[config.mk]
export PLATFORM = sky130hd
export DESIGN_NAME = mem_arbiter
export DESIGN_NICKNAME = d
export VERILOG_FILES = /design/src/rtl/mem_arb_pkg.sv /design/src/rtl/mem_arb_pick.sv /design/src/rtl/mem_arbiter.sv
export SDC_FILE = /design/constraint.sdc
export NUM_CORES = 1
export LEC_CHECK = 0
export CORE_MARGIN = 2
export CORE_UTILIZATION = 43
export CTS_CLUSTER_DIAMETER = 200
export DETAILED_ROUTE_END_ITERATION = 12
export GPL_ROUTABILITY_DRIVEN = 1
export PLACE_DENSITY = 0.8
export SYNTH_ARGS = -nofsm -noshare
export SYNTH_HDL_FRONTEND = slang
export SYNTH_SLANG_ARGS = --single-unit
[constraint.sdc]
create_clock -name clk -period 4.66 [get_ports clk]
set_clock_uncertainty 0.1 [all_clocks]
set_input_delay 0.932 -clock clk [delete_from_list [all_inputs] [get_ports clk]]
set_output_delay 0.932 -clock clk [all_outputs]
set_load 0.1 [all_outputs]
[src/rtl/mem_arb_pkg.sv]
// Shared encodings for the memory arbiter: FSM states and requester IDs.
package mem_arb_pkg;

    typedef enum logic [1:0] {
        IDLE  = 2'd0,
        ISSUE = 2'd1,
        WAIT  = 2'd2,
        RESP  = 2'd3
    } state_e;

    typedef enum logic [1:0] {
        ID_IF = 2'd0,
        ID_LD = 2'd1,
        ID_DL = 2'd2
    } req_id_e;

endpackage

[src/rtl/mem_arb_pick.sv]
// Combinational winner selection: loader always wins, fetch/load alternate on ties.
module arb_pick
    import mem_arb_pkg::*;
(
    input  logic       if_req_i,
    input  logic       ld_req_i,
    input  logic       dl_req_i,
    input  req_id_e    rr_last_i,
    output logic [2:0] gnt_oh_o,
    output req_id_e    winner_o
);

    always_comb begin
        gnt_oh_o = 3'b000;
        winner_o = ID_IF;
        if (dl_req_i) begin
            gnt_oh_o = 3'b100;
            winner_o = ID_DL;
        end else if (if_req_i && ld_req_i) begin
            // Tie: whoever was not served last goes now.
            if (rr_last_i == ID_IF) begin
                gnt_oh_o = 3'b010;
                winner_o = ID_LD;
            end else begin
                gnt_oh_o = 3'b001;
                winner_o = ID_IF;
            end
        end else if (ld_req_i) begin
            gnt_oh_o = 3'b010;
            winner_o = ID_LD;
        end else if (if_req_i) begin
            gnt_oh_o = 3'b001;
            winner_o = ID_IF;
        end
    end

endmodule

[src/rtl/mem_arbiter.sv]
// Single-port memory arbiter for fetch, load and loader requesters.
// state | meaning: IDLE arbitrate | ISSUE mem access | WAIT read latency | RESP valid pulse
module mem_arbiter
    import mem_arb_pkg::*;
#(
    parameter int AW      = 16,
    parameter int DW      = 16,
    parameter int MEM_LAT = 1
) (
    input  logic          clk,
    input  logic          rst,
    input  logic          if_req,
    input  logic [AW-1:0] if_addr,
    output logic          if_gnt,
    output logic          if_rvalid,
    output logic [DW-1:0] if_rdata,
    input  logic          ld_req,
    input  logic [AW-1:0] ld_addr,
    output logic          ld_gnt,
    output logic          ld_rvalid,
    output logic [DW-1:0] ld_rdata,
    input  logic          dl_req,
    input  logic          dl_we,
    input  logic [AW-1:0] dl_addr,
    input  logic [DW-1:0] dl_wdata,
    output logic          dl_gnt,
    output logic          dl_done,
    output logic [DW-1:0] dl_rdata,
    output logic          mem_en,
    output logic          mem_we,
    output logic [AW-1:0] mem_addr,
    output logic [DW-1:0] mem_wdata,
    input  logic [DW-1:0] mem_rdata,
    output logic          busy
);

    localparam logic [2:0] LAT_LAST = 3'(MEM_LAT - 1);

    state_e        state_q, state_d;
    req_id_e       owner_q, owner_d;
    req_id_e       rr_last_q, rr_last_d;
    logic          wr_q, wr_d;
    logic [2:0]    lat_cnt_q, lat_cnt_d;
    logic          if_gnt_q, if_gnt_d, ld_gnt_q, ld_gnt_d, dl_gnt_q, dl_gnt_d;
    logic          if_rvalid_q, if_rvalid_d, ld_rvalid_q, ld_rvalid_d, dl_done_q, dl_done_d;
    logic [DW-1:0] if_rdata_q, if_rdata_d, ld_rdata_q, ld_rdata_d, dl_rdata_q, dl_rdata_d;
    logic          mem_en_q, mem_en_d, mem_we_q, mem_we_d, busy_q, busy_d;
    logic [AW-1:0] mem_addr_q, mem_addr_d;
    logic [DW-1:0] mem_wdata_q, mem_wdata_d;

    logic [2:0]    pick_oh;
    req_id_e       pick_id;

    arb_pick u_pick (
        .if_req_i  (if_req),
        .ld_req_i  (ld_req),
        .dl_req_i  (dl_req),
        .rr_last_i (rr_last_q),
        .gnt_oh_o  (pick_oh),
        .winner_o  (pick_id)
    );

    always_comb begin
        state_d     = state_q;
        owner_d     = owner_q;
        rr_last_d   = rr_last_q;
        wr_d        = wr_q;
        lat_cnt_d   = lat_cnt_q;
        if_rdata_d  = if_rdata_q;
        ld_rdata_d  = ld_rdata_q;
        dl_rdata_d  = dl_rdata_q;
        mem_addr_d  = mem_addr_q;
        mem_wdata_d = mem_wdata_q;
        if_gnt_d    = 1'b0;
        ld_gnt_d    = 1'b0;
        dl_gnt_d    = 1'b0;
        if_rvalid_d = 1'b0;
        ld_rvalid_d = 1'b0;
        dl_done_d   = 1'b0;
        mem_en_d    = 1'b0;
        mem_we_d    = 1'b0;

        case (state_q)
            IDLE: begin
                if (if_req || ld_req || dl_req) begin
                    state_d  = ISSUE;
                    owner_d  = pick_id;
                    wr_d     = (pick_id == ID_DL) && dl_we;
                    if_gnt_d = pick_oh[0];
                    ld_gnt_d = pick_oh[1];
                    dl_gnt_d = pick_oh[2];
                    mem_en_d = 1'b1;
                    mem_we_d = (pick_id == ID_DL) && dl_we;
                    case (pick_id)
                        ID_LD:   mem_addr_d = ld_addr;
                        ID_DL:   mem_addr_d = dl_addr;
                        default: mem_addr_d = if_addr;
                    endcase
                    if (pick_id == ID_DL) begin
                        mem_wdata_d = dl_wdata;
                    end else begin
                        rr_last_d = pick_id;
                    end
                end
            end
            ISSUE: begin
                lat_cnt_d = 3'd0;
                state_d   = WAIT;
            end
            WAIT: begin
                lat_cnt_d = lat_cnt_q + 3'd1;
                if (lat_cnt_q == LAT_LAST) begin
                    state_d = RESP;
                    case (owner_q)
                        ID_IF: begin
                            if_rdata_d  = mem_rdata;
                            if_rvalid_d = 1'b1;
                        end
                        ID_LD: begin
                            ld_rdata_d  = mem_rdata;
                            ld_rvalid_d = 1'b1;
                        end
                        default: begin
                            if (!wr_q) dl_rdata_d = mem_rdata;
                            dl_done_d = 1'b1;
                        end
                    endcase
                end
            end
            RESP: begin
                state_d = IDLE;
            end
            default: state_d = IDLE;
        endcase

        busy_d = (state_d != IDLE);
    end

    always_ff @(posedge clk or posedge rst) begin
        if (rst) begin
            state_q     <= IDLE;
            owner_q     <= ID_IF;
            rr_last_q   <= ID_IF;
            wr_q        <= 1'b0;
            lat_cnt_q   <= 3'd0;
            if_gnt_q    <= 1'b0;
            ld_gnt_q    <= 1'b0;
            dl_gnt_q    <= 1'b0;
            if_rvalid_q <= 1'b0;
            ld_rvalid_q <= 1'b0;
            dl_done_q   <= 1'b0;
            if_rdata_q  <= '0;
            ld_rdata_q  <= '0;
            dl_rdata_q  <= '0;
            mem_en_q    <= 1'b0;
            mem_we_q    <= 1'b0;
            mem_addr_q  <= '0;
            mem_wdata_q <= '0;
            busy_q      <= 1'b0;
        end else begin
            state_q     <= state_d;
            owner_q     <= owner_d;
            rr_last_q   <= rr_last_d;
            wr_q        <= wr_d;
            lat_cnt_q   <= lat_cnt_d;
            if_gnt_q    <= if_gnt_d;
            ld_gnt_q    <= ld_gnt_d;
            dl_gnt_q    <= dl_gnt_d;
            if_rvalid_q <= if_rvalid_d;
            ld_rvalid_q <= ld_rvalid_d;
            dl_done_q   <= dl_done_d;
            if_rdata_q  <= if_rdata_d;
            ld_rdata_q  <= ld_rdata_d;
            dl_rdata_q  <= dl_rdata_d;
            mem_en_q    <= mem_en_d;
            mem_we_q    <= mem_we_d;
            mem_addr_q  <= mem_addr_d;
            mem_wdata_q <= mem_wdata_d;
            busy_q      <= busy_d;
        end
    end

    assign if_gnt    = if_gnt_q;
    assign ld_gnt    = ld_gnt_q;
    assign dl_gnt    = dl_gnt_q;
    assign if_rvalid = if_rvalid_q;
    assign ld_rvalid = ld_rvalid_q;
    assign dl_done   = dl_done_q;
    assign if_rdata  = if_rdata_q;
    assign ld_rdata  = ld_rdata_q;
    assign dl_rdata  = dl_rdata_q;
    assign mem_en    = mem_en_q;
    assign mem_we    = mem_we_q;
    assign mem_addr  = mem_addr_q;
    assign mem_wdata = mem_wdata_q;
    assign busy      = busy_q;

endmodule

==> run summary, run 1 <==
=================================================================================================
Routability cong.                                                                           0.821
Sequential-to-total area share from yosys stat                                              57.6%
Number of cell rows                                                                            36
Area of the core                                                                       9730 sq um
Main area contributors after synthesis                                               sky130_fd_sc_hd__dfrtp_1 (58%), sky130_fd_sc_hd__mux2_2 (10%), sky130_fd_sc_hd__mux2_4 (6.6%), sky130_fd_sc_hd__o32a_1 (3.7%), sky130_fd_sc_hd__nand2_1 (3.3%)
Clock transition at the registers of the reported paths                                     90 ps
Setup repair after global routing missed its margin                                         false
Slew HR                                                                                     25.0%
Via count of the first global-routing pass                                                  3,262
Total routing resource utilization after global routing                                     19.2%
Buffer levels on the longest clock path                                                         2
Worst path max stage delay                                                                1150 ps
Most used standard cell by instance count after synthesis                            sky130_fd_sc_hd__dfrtp_1
GRT Residual Overflow                                                                           0
CP cell instances                                                                    clkdlybuf4s50_1
Number of distinct library cell variants in the gate-level netlist after synthesis             35
Final clock period utilization by the worst path                                            63.2%
CP Capture Type                                                                       output port
Critical-path top delay cell                                                         sky130_fd_sc_hd__clkdlybuf4s50_1
Post-route DRC violation count                                                                  0
Top achievable clock speed                                                              0.340 GHz
Cell type with the largest total area after synthesis                                sky130_fd_sc_hd__dfrtp_1
Number of cells in the design after placement                                                 621
Kind of cell with the highest combined delay on the critical path                    buffers and inverters
Number of vias after detailed routing                                                       3,222
Width of the die                                                                           104 um
Setup TNS Final                                                                              0 ps
Arrival time at the worst endpoint                                                        1910 ps
Number of vias per cell after detailed routing                                               5.06
Post-Syn Area                                                                          4300 sq um
Ys Warns                                                                                        0
Mean routed wirelength per cell                                                           15.9 um
Total wire length after detailed routing                                                10,200 um
Share of the synthesized area in the top cell type                                          57.6%
Count of final hold-check violations                                                            0
Transition at the pin with the smallest max-transition slack                              1130 ps
Number of cells produced by synthesis                                                         332
Max-capacitance violation count                                                                 0
CTS-repair resized insts                                                                        0
I/O pin total                                                                                 175
Most numerous cell types in the synthesized netlist                                  sky130_fd_sc_hd__dfrtp_1 (99), sky130_fd_sc_hd__mux2_2 (39), sky130_fd_sc_hd__nand2_1 (38)
Worst hold path type                                                                   reg -> reg
Critical Path RT                                                                          3630 ps
Primary FF master, synth                                                             sky130_fd_sc_hd__dfrtp_1
Number of antenna violations at the first check in global routing                               0
CTS Buf Count                                                                                   9
Slew Viols, Final                                                                               0
Count of hold buffers inserted by post-cts repair                                               0
First-pass detailed-route iteration total                                                       4
Ratio of cells with drive above 1 in the final layout                                       16.1%
Wire length of the first global-routing pass                                            16,400 um
Final setup vio count                                                                           0
ANT cells                                                                                       0
Starting density of the core                                                                44.2%
Post-CTS setup repair buffer count                                                              0
Post-layout util                                                                            64.3%
Number of synthesized flops with an enable pin                                                  0
Status                                                                               finished clean
Port-buffer cells                                                                             174
Starting DRC count in detailed routing                                                         70
Worst setup path category                                                              reg -> out
Minimum clock period after layout                                                         2950 ps
Post-DP HPWL                                                                              7380 um
Synthesized Nets                                                                              422
Sort of element at the start of the critical path                                            flop
Flip-flop and latch count after synthesis                                                      99
Post-route ant nets                                                                             0
Largest net degree at the start of global routing                                              76
Die footprint                                                                        10,800 sq um
Clk root buf                                                                         sky130_fd_sc_hd__clkbuf_8
Fillers                                                                                       772
Fraction of registers with async set/reset                                                   100%
Number of buffer and inverter instances along the worst setup path                              1
Top fanout value on the critical path                                                           2
Die H                                                                                      104 um
Final Net Count                                                                               589
Clock latency reported for the late side of the worst-skew pair                            360 ps
Count of placed standard cells in the final layout, fillers left out                          637
Number of H-tree levels                                                                         3
Area growth from synthesis to layout                                                        45.4%
Average instance area after synthesis                                                  13.0 sq um
Sink count of the clock tree                                                                   99
CTS tree                                                                                      yes
=================================================================================================
-- final timing paths --
| kind | slack [ps] | to | cells past startpoint | startpoint |
|---|---|---|---|---|
| worst max-delay path | 1710 | mem_addr[7] | 1 | mem_addr[7] |
| worst min-delay path | 390 | if_rdata[10] | 1 | if_rdata[10] |
| worst max register to register | 2190 | dl_rdata[14] | 5 | state_q[0] |
| worst min register to register | 390 | if_rdata[10] | 1 | if_rdata[10] |
| max in group asynchronous | 2590 | if_rdata[0] | 3 | rst |
| min in group asynchronous | 1030 | mem_wdata[1] | 2 | rst |
-- worst reg2reg max path: stages, from the launching register on --
cell and delay (ps):
sky130_fd_sc_hd__dfrtp_1 380, sky130_fd_sc_hd__inv_1 80, sky130_fd_sc_hd__ha_1 230, sky130_fd_sc_hd__nor2b_1 210, sky130_fd_sc_hd__and4b_1 940, sky130_fd_sc_hd__mux2_2 420
-- area by class of cell --
class	instances	area (sq um)	area share (%)
timing repair buffer	176	1760	28.1
sequential	99	2480	39.6
multi-input combinational	204	1660	26.5
clock inverter	5	30.0	0.480
tap	133	166	2.66
clock buffer	11	131	2.10
inverter	9	36.3	0.580
-- registers in the layout, indices dropped and copies added (netlist names), 2 cells and up --
register   count
mem_wdata     16
ld_rdata      16
state_q        2
lat_cnt_q      3
owner_q        2
rr_last_q      2
if_rdata      16
mem_addr      16
dl_rdata      16
-- cells in the final DEF, fill, tap and decap left out, types with 2 or more instances in the layout --
master	instances
sky130_fd_sc_hd__a21oi_1	18
sky130_fd_sc_hd__and3_1	18
sky130_fd_sc_hd__buf_4	2
sky130_fd_sc_hd__clkbuf_1	2
sky130_fd_sc_hd__clkbuf_8	9
sky130_fd_sc_hd__clkdlybuf4s50_1	174
sky130_fd_sc_hd__clkinv_2	3
sky130_fd_sc_hd__clkinvlp_4	2
sky130_fd_sc_hd__dfrtp_1	99
sky130_fd_sc_hd__ha_1	4
sky130_fd_sc_hd__inv_1	7
sky130_fd_sc_hd__mux2_1	6
sky130_fd_sc_hd__mux2_2	39
sky130_fd_sc_hd__mux2_4	19
sky130_fd_sc_hd__nand2_1	38
sky130_fd_sc_hd__nand2_2	2
sky130_fd_sc_hd__nand2b_1	17
sky130_fd_sc_hd__nand3_1	2
sky130_fd_sc_hd__nor2_1	5
sky130_fd_sc_hd__nor2b_1	2
sky130_fd_sc_hd__o21ai_0	6
sky130_fd_sc_hd__o32a_1	16
-- through the flow --
step                      cell area [sq um]  hold slack (ps)  setup WS [ps]
final                                  6260              391           1710
after detailed placement               6090              378           1380
after global placement                 6090              365           1500
after CTS                              6260              396           1700
after global routing                   6260              420           1630
after floorplan                        4300              342           1040
-- routing by layer --
layer | part of all wire (%) | global-route usage (%) | vias to the layer above | routed length (um)
met5 | 0 | 0 | - | 0
met4 | 1.8 | 7.34 | 0 | 183
met3 | 8.4 | 6.77 | 16 | 851
met2 | 48 | 31.2 | 153 | 4830
met1 | 42 | 23.7 | 1559 | 4290
li1 | - | - | 1494 | -
-- kinds of logic (layout without fill, tap and decap cells) --
group | after synthesis | count (layout) | synth area share [%]
adders and majority gates | 4 | 4 | 1.16
muxes | 64 | 64 | 18.4
AOI/OAI and AO/OA | 46 | 46 | 7.94
and+or+nand+nor | 90 | 90 | 11.0
buffers and inverters | 29 | 201 | 3.87
DFF | 99 | 99 | 57.6
Power of run 1 is left out: the tool's default activity adds up to more than one toggle a clock period on the data nets, which glitch-free logic cannot reach.
==> run 2, diff against run 1 <==
- CORE_UTILIZATION: 43 -> 39
- PLACE_DENSITY: 0.8 -> 0.77
- clock period: 4.66 -> 2.4 ns (I/O delays scaled with it)
==> run summary, run 2 (synthesized netlist as in run 1, its figures left out) <==
===================================================================================
Status                                                                 finished clean
Width of the die                                                             109 um
Slew HR                                                                       61.0%
Transition at the pin with the smallest max-transition slack                 584 ps
Max-capacitance violation count                                                   0
Count of cells along the worst register-to-register path                          6
Hold-critical path depth                                                          1
Die footprint                                                          11,900 sq um
Worst reg2reg path startpoint                                            state_q[0]
Total routing resource utilization after global routing                       17.6%
Register-to-register path setup slack                                        310 ps
Final setup vio count                                                             0
Mean routed wirelength per cell                                             15.8 um
Final Net Count                                                                 601
Worst hold path type                                                     reg -> reg
Number of cells in the design after placement                                   640
Port-buffer cells                                                               174
GRT Residual Overflow                                                             0
CP Capture Type                                                                flop
Count of final hold-check violations                                              0
HP Start                                                               if_rdata[10]
Post-DP HPWL                                                                7820 um
Sink count of the clock tree                                                     99
Area growth from synthesis to layout                                          45.2%
Total wire length after detailed routing                                  10,400 um
Arrival time at the worst endpoint                                          2240 ps
Number of vias after detailed routing                                         3,250
Fillers                                                                         890
Clk root buf                                                           sky130_fd_sc_hd__clkbuf_8
Setup repair after global routing missed its margin                           false
Largest net degree at the start of global routing                                37
First-pass detailed-route iteration total                                         4
Minimum clock period after layout                                           2090 ps
Final clock period utilization by the worst path                              87.1%
CTS Buf Count                                                                     9
Starting density of the core                                                  39.9%
Clock transition at the registers of the reported paths                       90 ps
Post-route ant nets                                                               0
Ratio of cells with drive above 1 in the final layout                         35.7%
ANT cells                                                                         0
Post-route DRC violation count                                                    0
Area taken by flip-flops and latches                                     2480 sq um
Top fanout value on the critical path                                            33
Post-CTS setup repair buffer count                                                0
CTS-repair resized insts                                                          0
Top achievable clock speed                                                0.479 GHz
Hold endpoint                                                          if_rdata[10]
Fin area                                                                 6250 sq um
Worst setup path category                                                reg -> reg
Number of cell rows                                                              38
I/O pin total                                                                   175
Starting DRC count in detailed routing                                           94
Launch point of the worst path                                           state_q[0]
Area of the core                                                       10,800 sq um
Number of antenna violations at the first check in global routing                 0
Routability cong.                                                             0.800
Via count of the first global-routing pass                                    3,290
Number of vias per cell after detailed routing                                 4.95
Slew Viols, Final                                                                 0
CTS tree                                                                        yes
End of the worst register-to-register path                             mem_addr[11]
Setup TNS Final                                                                0 ps
Die H                                                                        109 um
Clock latency reported for the late side of the worst-skew pair              360 ps
Post-DP Area                                                             6020 sq um
Number of H-tree levels                                                           3
Count of hold buffers inserted by post-cts repair                                 0
Total area of multi-input combinational cells                            1660 sq um
Wire length of the first global-routing pass                              16,000 um
Critical Path RT                                                            2550 ps
Count of placed standard cells in the final layout, fillers left out            656
Buffer levels on the longest clock path                                           2
Sort of element at the start of the critical path                              flop
Commonest non-fill, non-tap cells in the layout                        sky130_fd_sc_hd__dfrtp_1 (99), sky130_fd_sc_hd__buf_4 (99), sky130_fd_sc_hd__clkdlybuf4s50_1 (85)
===================================================================================
[run 2: cell types whose count changed in the layout (fill, tap and decap cells not counted), moves of 2 or more]
| cell | change |
|---|---|
| sky130_fd_sc_hd__bufinv_16 | +2 |
| sky130_fd_sc_hd__clkbuf_1 | -2 |
| sky130_fd_sc_hd__clkdlybuf4s50_1 | -89 |
| sky130_fd_sc_hd__buf_4 | +97 |
| sky130_fd_sc_hd__buf_12 | +4 |
[run 2: how the worst max path moves through the flow]
stage | endpoint | slack [ps] | cells past startpoint
finish | mem_addr[11] | 310 | 6
CTS | mem_addr[2] | 280 | 6
floorplan | dl_rdata[0] | 580 | 7
global route | mem_addr[7] | 120 | 6
detailed placement | mem_addr[11] | 90 | 5
global placement | mem_addr[12] | 180 | 5
[run 2: cell type report]
type,instances,area share (%)
repair buffers,188,26.8
inverters,9,0.601
flip-flops and latches,99,39.7
well taps,140,2.80
multi-input cells,204,26.5
clock buffers,10,2.20
clock inverters,6,1.38
[run 2: layer usage]
metal | share of wire (%) | global-route usage (%)
met1 | 42 | 21.7
met2 | 48 | 29.2
met3 | 8.5 | 4.54
met4 | 1.6 | 7.42
met5 | 0 | 0
[run 2: worst max-delay path, stage by stage, from the launching register on]
cell,delay [ps]
sky130_fd_sc_hd__dfrtp_1,390
sky130_fd_sc_hd__inv_1,80
sky130_fd_sc_hd__ha_1,380
sky130_fd_sc_hd__o31ai_4,140
sky130_fd_sc_hd__inv_2,400
sky130_fd_sc_hd__nand2_1,120
sky130_fd_sc_hd__o32a_1,370
[run 2: per-stage QoR]
step	worst slack [ps]	hold WS, ps	utilization, %
after floorplan	578	342	-
after global placement	175	367	55.8
after detailed placement	91.4	380	55.8
after CTS	284	398	57.9
after global routing	118	419	57.9
final	310	394	57.9
Power of run 2 is left out for the same reason.
==> run 3, diff against run 2 <==
- CORE_UTILIZATION: 39 -> 38
- CTS_CLUSTER_SIZE: unset -> 14
- GPL_TIMING_DRIVEN: unset -> 0
- PLACE_DENSITY: 0.77 -> 0.76
- SYNTH_HIERARCHICAL: unset -> 1
==> run summary, run 3 <==
=================================================================================================
Status                                                                               finished clean
Primary FF master, synth                                                             sky130_fd_sc_hd__dfrtp_1
Top fanout value on the critical path                                                          10
Wire length of the first global-routing pass                                            16,200 um
Top achievable clock speed                                                              0.430 GHz
Worst setup path category                                                               in -> reg
Slew Viols, Final                                                                               0
CTS Buf Count                                                                                   9
Port-buffer cells                                                                             174
Die H                                                                                      108 um
Starting DRC count in detailed routing                                                         91
First-pass detailed-route iteration total                                                       4
Final Net Count                                                                               580
Routability cong.                                                                           0.786
Post-route ant nets                                                                             0
Clk root buf                                                                         sky130_fd_sc_hd__clkbuf_8
CP Capture Type                                                                              flop
Post-Syn Area                                                                          4130 sq um
Slew HR                                                                                     32.9%
Register-to-register path setup slack                                                      210 ps
Number of vias per cell after detailed routing                                               4.95
Main area contributors after synthesis                                               sky130_fd_sc_hd__dfrtp_1 (60%), sky130_fd_sc_hd__mux2_2 (16%), sky130_fd_sc_hd__a221oi_1 (3.4%), sky130_fd_sc_hd__mux2_4 (3.3%), sky130_fd_sc_hd__o31ai_1 (3.1%)
Final setup vio count                                                                           0
End of the worst register-to-register path                                            ld_rdata[0]
Minimum clock period after layout                                                         2320 ps
Total routing resource utilization after global routing                                     17.9%
Setup repair after global routing missed its margin                                         false
Total wire length after detailed routing                                                10,200 um
Commonest non-fill, non-tap cell in the layout                                       sky130_fd_sc_hd__dfrtp_1
Final clock period utilization by the worst path                                            96.8%
Worst path max stage delay                                                                 620 ps
Count of cells along the worst register-to-register path                                        7
I/O pin total                                                                                 175
CTS tree                                                                                      yes
Worst hold path type                                                                  in -> async
Fraction of registers with async set/reset                                                   100%
Ratio of cells with drive above 1 in the final layout                                       21.9%
Commonest non-fill, non-tap cells in the layout                                      sky130_fd_sc_hd__dfrtp_1 (99), sky130_fd_sc_hd__dlygate4sd2_1 (89), sky130_fd_sc_hd__clkdlybuf4s50_1 (84)
Post-route DRC violation count                                                                  0
CP cell instances                                                                    clkdlybuf4s50_1 > and3b_1 > buf_4 > ha_1 > buf_2 > a221oi_1 > o31ai_1
Worst reg2reg path startpoint                                                          state_q[0]
Most numerous cell types in the synthesized netlist                                  sky130_fd_sc_hd__dfrtp_1 (99), sky130_fd_sc_hd__mux2_2 (57), sky130_fd_sc_hd__nand2_1 (19)
Arrival time at the worst endpoint                                                        2450 ps
Number of synthesized flops with an enable pin                                                  0
Largest net degree at the start of global routing                                              44
Transition at the pin with the smallest max-transition slack                              1010 ps
Number of antenna violations at the first check in global routing                               0
Area of the core                                                                     10,700 sq um
Clock latency reported for the late side of the worst-skew pair                            350 ps
Average instance area after synthesis                                                  13.9 sq um
Synthesized Nets                                                                              389
Flip-flop and latch count after synthesis                                                      99
Mean routed wirelength per cell                                                           16.1 um
Post-DP HPWL                                                                              7660 um
Buffer levels on the longest clock path                                                         2
Most used standard cell by instance count after synthesis                            sky130_fd_sc_hd__dfrtp_1
Number of H-tree levels                                                                         3
Sort of element at the start of the critical path                                    primary input
Post-layout util                                                                            58.5%
Sink count of the clock tree                                                                   99
GRT Residual Overflow                                                                           0
Count of final hold-check violations                                                            0
Clock transition at the registers of the reported paths                                     90 ps
Sequential-to-total area share from yosys stat                                              60.0%
Cell type with the largest total area after synthesis                                sky130_fd_sc_hd__dfrtp_1
Via count of the first global-routing pass                                                  3,196
ANT cells                                                                                       0
Die footprint                                                                        11,700 sq um
Share of the synthesized area in the top cell type                                          60.0%
Critical Path RT                                                                          2530 ps
Width of the die                                                                           108 um
Area growth from synthesis to layout                                                        51.7%
Ys Warns                                                                                        6
Starting density of the core                                                                38.6%
Max-capacitance violation count                                                                 0
Critical-path top delay cell                                                         sky130_fd_sc_hd__clkdlybuf4s50_1
Number of cell rows                                                                            38
Number of vias after detailed routing                                                       3,134
Number of cells produced by synthesis                                                         297
Number of distinct library cell variants in the gate-level netlist after synthesis             34
=================================================================================================
[run 3: changes by cell type after synthesis, moves of 17 or more]
cell / before / now
sky130_fd_sc_hd__a21oi_1: 18 / 1
sky130_fd_sc_hd__nand2_1: 38 / 19
sky130_fd_sc_hd__mux2_2: 39 / 57
sky130_fd_sc_hd__o31ai_1: 0 / 17
[run 3: layer usage]
layer	global-route usage, %	up-vias	wire, um
met4	4.76	0	84
met5	0	-	0
li1	-	1444	-
met2	30.0	129	5070
met3	5.97	8	823
met1	22.2	1553	4240
[run 3: area by class of cell]
type / count / area [sq um]
Clock buffer: 14 / 153
Sequential cell: 99 / 2480
Inverter: 10 / 41.3
Fill cell: 931 / 4430
Multi-Input combinational cell: 169 / 1550
Buffer: 17 / 114
Timing Repair Buffer: 182 / 1720
Clock inverter: 2 / 35.0
Tap cell: 140 / 175
[run 3: per-stage QoR]
stage	setup WS, ps	setup TNS (ps)	hold slack (ps)	cell area (sq um)	instances
after floorplan	154	0	383	4130	297
after global placement	-714	-52130	360	6050	611
after detailed placement	-782	-23040	365	6090	613
after CTS	2.02	0	370	6200	628
after global routing	12.6	0	377	6260	633
final	76.0	0	375	6260	633
[run 3: logic make-up after synthesis]
family,share of synthesized area (%)
buffers and inverters,3.67
DFF,60.0
and+or+nand+nor,7.42
AOI/OAI and AO/OA,8.30
adders and majority gates,1.82
muxes,18.8
[run 3: worst max-delay path by stage]
stage	from	to	slack, ps	depth (start not counted)
after floorplan	if_req	mem_wdata[0]	150	9
after global placement	if_req	mem_wdata[0]	-710	10
after detailed placement	if_req	mem_wdata[7]	-780	10
after CTS	if_req	mem_addr[3]	2	9
after global routing	dl_req	mem_wdata[0]	10	8
final	dl_req	mem_addr[3]	80	7
[run 3: repair_timing]
item,in CTS,in global routing
setup buffers,0,6
hold buffers,0,0
pin swaps,1,3
setup endpoints to repair,126,38
resized for setup,96,11
[run 3: critical path: cells and delay by family]
kind / cells / cell delay (ps)
AOI/OAI and AO/OA: 2 / 450
adders and majority gates: 1 / 290
buffers and inverters: 3 / 990
and+or+nand+nor: 1 / 230
Power of run 3 is left out for the same reason.
